<file path="src/rtl/fetch_decode_stage.sv">
// Fetch stage and IF/ID register: owns the PC and the instruction-memory request/ready port.
// A completed fetch reaches InstrD one cycle later. Memory waits, stalls and redirects insert bubbles.
module fetch_decode_stage #(
  parameter logic [31:0] RESET_PC  = 32'h0000_0000,
  parameter logic [31:0] NOP_INSTR = 32'h0000_0000
) (
  input  logic        clk,
  input  logic        reset_n,
  input  logic        StallF,
  input  logic        StallD,
  input  logic        PCSrcD,
  input  logic        JumpD,
  input  logic [31:0] PCBranchD,
  output logic        imem_req,
  output logic [31:0] imem_addr,
  input  logic [31:0] imem_rdata,
  input  logic        imem_ready,
  output logic [31:0] PCF,
  output logic [31:0] InstrD,
  output logic [31:0] PCPlus4D,
  output logic        ValidD
);

  typedef enum logic {RUN, DRAIN} state_t;

  state_t      state, state_next;
  logic [31:0] redirect_pc, redirect_pc_next;
  logic [31:0] pc_next;
  logic [31:0] pc_plus4;
  logic [31:0] jump_target;
  logic [31:0] target;
  logic        redirect;
  logic        fetch_take;

  assign imem_req    = reset_n;
  assign imem_addr   = PCF;
  assign pc_plus4    = PCF + 32'd4;
  assign jump_target = {PCPlus4D[31:28], InstrD[25:0], 2'b00};
  assign target      = JumpD ? jump_target : PCBranchD;
  // A stalled decode re-presents its branch later, so it must not redirect now.
  assign redirect    = (JumpD | PCSrcD) & ValidD & ~StallD;

  always_ff @(posedge clk or negedge reset_n) begin
    if (!reset_n) begin
      state       <= RUN;
      PCF         <= RESET_PC;
      redirect_pc <= 32'h0;
    end else begin
      state       <= state_next;
      PCF         <= pc_next;
      redirect_pc <= redirect_pc_next;
    end
  end

  always_comb begin
    state_next = state;
    case (state)
      RUN:     if (!imem_ready && redirect) state_next = DRAIN;
      DRAIN:   if (imem_ready) state_next = RUN;
      default: state_next = RUN;
    endcase
  end

  // The in-flight address must stay put until ready, so a redirect during a wait is parked.
  always_comb begin
    pc_next          = PCF;
    redirect_pc_next = redirect_pc;
    fetch_take       = 1'b0;
    case (state)
      RUN: begin
        if (imem_ready) begin
          if (redirect) begin
            pc_next = target;
          end else if (!StallF) begin
            pc_next    = pc_plus4;
            fetch_take = 1'b1;
          end
        end else if (redirect) begin
          redirect_pc_next = target;
        end
      end
      DRAIN: begin
        if (imem_ready) pc_next = redirect_pc;
      end
      default: ;
    endcase
  end

  always_ff @(posedge clk or negedge reset_n) begin
    if (!reset_n) begin
      InstrD   <= NOP_INSTR;
      PCPlus4D <= 32'h0;
      ValidD   <= 1'b0;
    end else if (StallD) begin
      InstrD   <= InstrD;
      PCPlus4D <= PCPlus4D;
      ValidD   <= ValidD;
    end else if (redirect) begin
      InstrD <= NOP_INSTR;
      ValidD <= 1'b0;
    end else if (fetch_take) begin
      InstrD   <= imem_rdata;
      PCPlus4D <= pc_plus4;
      ValidD   <= 1'b1;
    end else begin
      InstrD <= NOP_INSTR;
      ValidD <= 1'b0;
    end
  end

endmodule
</file>
<file path="config.mk">
export PLATFORM = sky130hd
export DESIGN_NAME = fetch_decode_stage
export DESIGN_NICKNAME = d
export VERILOG_FILES = /design/src/rtl/fetch_decode_stage.sv
export SDC_FILE = /design/constraint.sdc
export NUM_CORES = 1
export LEC_CHECK = 0
export CORE_ASPECT_RATIO = 1.1
export CORE_MARGIN = 4
export CORE_UTILIZATION = 47
export DETAILED_ROUTE_END_ITERATION = 7
export GPL_TIMING_DRIVEN = 0
export PLACE_DENSITY_LB_ADDON = 0.08
export REMOVE_ABC_BUFFERS = 1
export SETUP_SLACK_MARGIN = 0.02
export SYNTH_ARGS = -nofsm -noshare
export SYNTH_HDL_FRONTEND = slang
export SYNTH_SLANG_ARGS = --single-unit
</file>
<file path="constraint.sdc">
create_clock -name clk -period 2.3 [get_ports clk]
set_input_delay 0.46 -clock clk [delete_from_list [all_inputs] [get_ports clk]]
set_output_delay 0.46 -clock clk [all_outputs]
set_load 0.005 [all_outputs]
</file>
After elaboration in Yosys (flattened, before gate mapping)
Index checks and enable logic that the tools add are counted. Widths: inputs -> output; s select.

Register bits: 130. Bits of input ports: 71. Output and inout bits: 130. Word-level logic and storage cells: 39.

Add/sub/neg operators: 1. Equality and inequality tests: 3. Multiplexer cells: 17. Bitwise operators: 7. Reduce and logical (&&, ||, !) cells: 5.

Operators with widths (count): $mux 32 (7); $pmux 32 s2 (1); $add 32x3->32 const B (1); $reduce_and 3->1 (3); $mux 1 (8); $ne 2x2->1 const B (2); $not 1->1 (4); $ne 3x3->1 const B (1); $and 1x1->1 (2); $pmux 1 s2 (1); $logic_and 1x1->1 (1); $logic_not 1->1 (1); $or 1x1->1 (1).

Longest topological paths before layout
Word-level depth: 8. Depth in mapped cells: 8. Mapped depth without buffers: 6.

Least setup slack after synthesis
Ideal clock, no wire load.

Kind: input-to-reg. From: input port StallD. To: register redirect_pc[22]. Setup time: 0.134 ns. Arrival: 1.762 ns. Data required time: 2.166 ns. Setup slack: 0.404 ns. Stages: 8. Buffers on the path: 3. Cells stage by stage: buf_2 -> nor2b_1 -> nand2_1 -> or3_1 -> clkbuf_1 -> clkbuf_1 -> nand2_1 -> o21ai_0.

Longest elaborated chain between the ends: 3.

Ends and longest elaborated chain: start, declared (line 10) `input logic StallD,`; $not 1->1 (no line); $and 1x1->1 (line 41) `assign redirect = (JumpD | PCSrcD) & ValidD & ~StallD;`; $reduce_and 3->1 (no line); end signal, assigned (line 51) `redirect_pc <= redirect_pc_next;`; end, declared (line 27) `logic [31:0] redirect_pc, redirect_pc_next;`.

No other way between the ends. A chain may end at the register's enable or synchronous reset.

Worst setup path in the final report
From: input port PCSrcD. To: register PCPlus4D[1].

Longest elaborated chain between the ends: 7. Elaborated cells on any way between the ends: 8. Classes of those cells: mux (3); bitwise (4); reduce/logical (1).

Ends and longest elaborated chain: start, declared (line 11) `input logic PCSrcD,`; $or 1x1->1 (*) (line 41); $and 1x1->1 (*) (2 in series) (line 41); $mux 1 (line 72) `if (redirect) begin`; $mux 1 (line 71) `if (imem_ready) begin`; $mux 1 (line 69) `case (state)`; $reduce_and 3->1 (no line) (*); end signal, assigned (line 96) `PCPlus4D <= PCPlus4D;`; end signal, assigned (line 103) `PCPlus4D <= pc_plus4;`; end, declared (line 20) `output logic [31:0] PCPlus4D,`.

Mark *: on every way between the ends. The rest lies on a longest branch, timed or not.

==> impl_metrics.yaml <==
setup_path:
  ff2ff_path_depth: 6
  path_class: "input pin to flop"
  arrival_ps: 2550
  cp_max_fo: 14
  cp_slowest_cell: "clkdlybuf4s50_1"
  cp_cell_sequence: "clkdlybuf4s50_1 -> nor2_2 -> o21ai_4 -> nor4b_4 -> buf_12 -> buf_4 -> mux2_1"
  timing.rr.start: "state"
  cp_top_family: "buffers and inverters"
  max_stage_delay_ps: 480
  cp.required_ps: 2590
  startpoint_type: "input pin"
  end_kind: "flop"
  path_buf_inv: 3
  worstReg2RegEnd: "PCPlus4D[1]"
  ff2ff_setup_slack_ps: 90
grt:
  grtUsageTotal_pct: 23.9
  grt_pass1_vias: 5915
  grt_pass1_wl_um: 30600
  antenna_found_initial: 0
  grt_max_degree: 72
  grt_overflow: 0
die:
  ios: 201
  die_y_um: 133
  rows: 45
  fp.dieW_um: 122
  start_util_pct: 48.3
  dieArea_mm2: 0.0162
  coreArea_mm2: 0.0139
synth:
  async_flop_share_pct: 100
  yosysWarnings: 0
  synthCells: 689
  ys_types: 55
  avgSynthCellArea_um2: 9.71
  synth_edf_count: 0
  ys.flop_type: "dfrtp_1"
  synth_area_mm2: 0.00669
  seq_area_frac_synth_pct: 48.6
  ys_seq_elements: 130
clock_network:
  cts_tree: "done"
  cts_made_buffers: 17
  clock-root-buffer: "clkbuf_16"
  clkSlewWorstSetupHoldPaths_ps: 50
  cts_num_sinks: 130
  ctsHoldBuffers: 0
  clk_latency_ps: 420
  clockBufferDepth: 2
  h-tree-depth: 4
timing:
  fmax_mhz: 443
  period_share_pct: 98.2
  drv_slew: 0
  fin_crit_ps: 2260
  finalClockSkew_ps: 8.45
  slew_headroom_pct: 49.7
  worst_pin_slew_ps: 751
  finalSetupViolCount: 0
  rsz0062_at_grt: "false"
  hold_viol_final: 0
  whs_ps: 14.8
power_and_ir_drop:
  seqPwrFrac_pct: 40.3
  swShare_pct: 30.4
  powerDensity_mw_per_mm2: 932
  p_clk_share_pct: 28.3
  p_leak_nw: 3.89
  p_switching_mw: 2.67
  p_comb_share_pct: 31.4
  p_total_mw: 8.78
  vdd_drop_max_mv: 0.432
  p_int_mw: 6.11
placed_design:
  dp_cells: 1003
  place.gp.congestion: 0.810
  port_buffers: 200
  place_hpwl_um: 13300
routing:
  dr.pass1.iters: 5
  wl_per_cell_um: 18.6
  drt_wl_total_um: 19500
  via_count: 5952
  via_per_inst: 5.68
  drtIter0Drc: 426
  drc_errors: 0
  drtAntennaViolNets: 0
layout:
  most-common-layout-cells: "clkdlybuf4s50_1 (197), dfrtp_1 (128), nor2_1 (59), nand2_1 (59), a21oi_1 (46)"
  syn2layout_area_growth_pct: 40.8
  final_layout_size_suffix_gt1_share_pct: 9.08
  mostFrequentLayoutCell: "clkdlybuf4s50_1"
  layout.cells.non_filler: 1047
  final_nets: 919
  postLayoutCoreUtil_pct: 68.0
  diodes: 0
job:
  cap_violations: 0
status:
  status: "finished clean"
hold_path:
  hold_class: "input pin to asynchronous set/reset pin"
[worst reg2reg max path, cell delays in order, from the launching register on]
cell,delay [ps]
dfrtp_4,610
clkinv_2,220
o21ai_4,210
nor4b_4,380
buf_12,180
buf_4,150
mux2_1,330
[worst max-delay path by stage]
stage	start	end	slack (ps)	cells after the start
global route	PCSrcD	redirect_pc[11]	20	6
CTS	PCF[2]	PCF[28]	30	6
global placement	JumpD	PCPlus4D[2]	-7820	5
floorplan	state	PCPlus4D[2]	-3680	4
detailed placement	JumpD	redirect_pc[3]	-1410	8
finish	PCSrcD	PCPlus4D[1]	40	7
[power by group through the flow]
stage          Clock (mW)  Sequential (mW)  Combinational [mW]
2_1_floorplan           0             3.48               0.930
3_3_place_gp            0             3.53                2.63
3_5_place_dp            0             3.56                2.74
4_1_cts              2.52             3.53                2.78
5_1_grt              2.63             3.63                2.99
6_report             2.49             3.53                2.76
[state kept, by name (all words and copies together) (netlist names)]
register,flops
PCPlus4D,32
ValidD,1
InstrD,32
redirect_pc,32
PCF,32
state,1
[cell type report]
type,instances,area (um^2)
sequential,130,3260
timing repair buffer,223,2350
multi-input combinational,469,3010
tap,188,235
clock inverter,6,55.1
fill,1096,4430
clock buffer,25,485
inverter,6,23.8
[kinds of logic after synthesis]
logic type	count (synthesis)	share of synthesized area [%]
AO/OA/AOI/OAI	205	20.0
XOR/XNOR	28	3.67
adder cells (fa/ha/maj)	1	0.187
buffers and inverters	92	7.69
flip-flops	130	48.6
multiplexers	33	4.99
AND/OR/NAND/NOR	200	14.9
[cells in the mapped netlist, drive strengths merged (3+ instances only)]
cell     number  share of area [%]
a211oi        5               0.56
a21oi        47                3.5
a221oi        6               0.79
a22o         35                4.6
a31oi         3               0.28
and2          3               0.28
and3         12                1.1
and4          6               0.79
buf          59                5.8
clkbuf       27                1.5
dfrtp       130                 49
inv           5               0.28
mux2          3               0.51
mux2i        30                4.5
nand2        61                3.4
nand2b        3               0.28
nand3        13               0.97
nand4        10                1.2
nor2         61                3.4
nor3         16                1.5
nor4          6               0.75
o21ai        65                4.9
o2bb2ai      11                1.4
o31ai        13                1.5
or3           3               0.28
xnor2        24                3.1
xor2          4               0.52
[stage by stage]
step	worst slack [ps]	TNS, ps	cell area, um^2
2_1_floorplan	-3680	-278620	6200
4_1_cts	31.1	0	9380
3_5_place_dp	-1410	-120270	8710
3_3_place_gp	-7820	-1330840	8430
5_1_grt	22.0	0	9420
6_report	41.4	0	9420
[what timing repair did]
item | 4_1_cts | 5_1_grt
gates resized for setup | 11 | 5
endpoints found under the hold margin | 0 | 0
setup endpoints to repair | 129 | 41
cloned | 1 | 1
pin swaps | 5 | 2
buffers inserted | 9 | 2
[routing by layer]
metal	GRT usage [%]	up-vias	wire length, um
met3	6.24	31	1330
met5	0	-	0
li1	-	2767	-
met2	38.1	235	9450
met1	31.1	2919	8280
met4	9.40	0	452
Note: power is estimated with default switching activity, not from simulation.
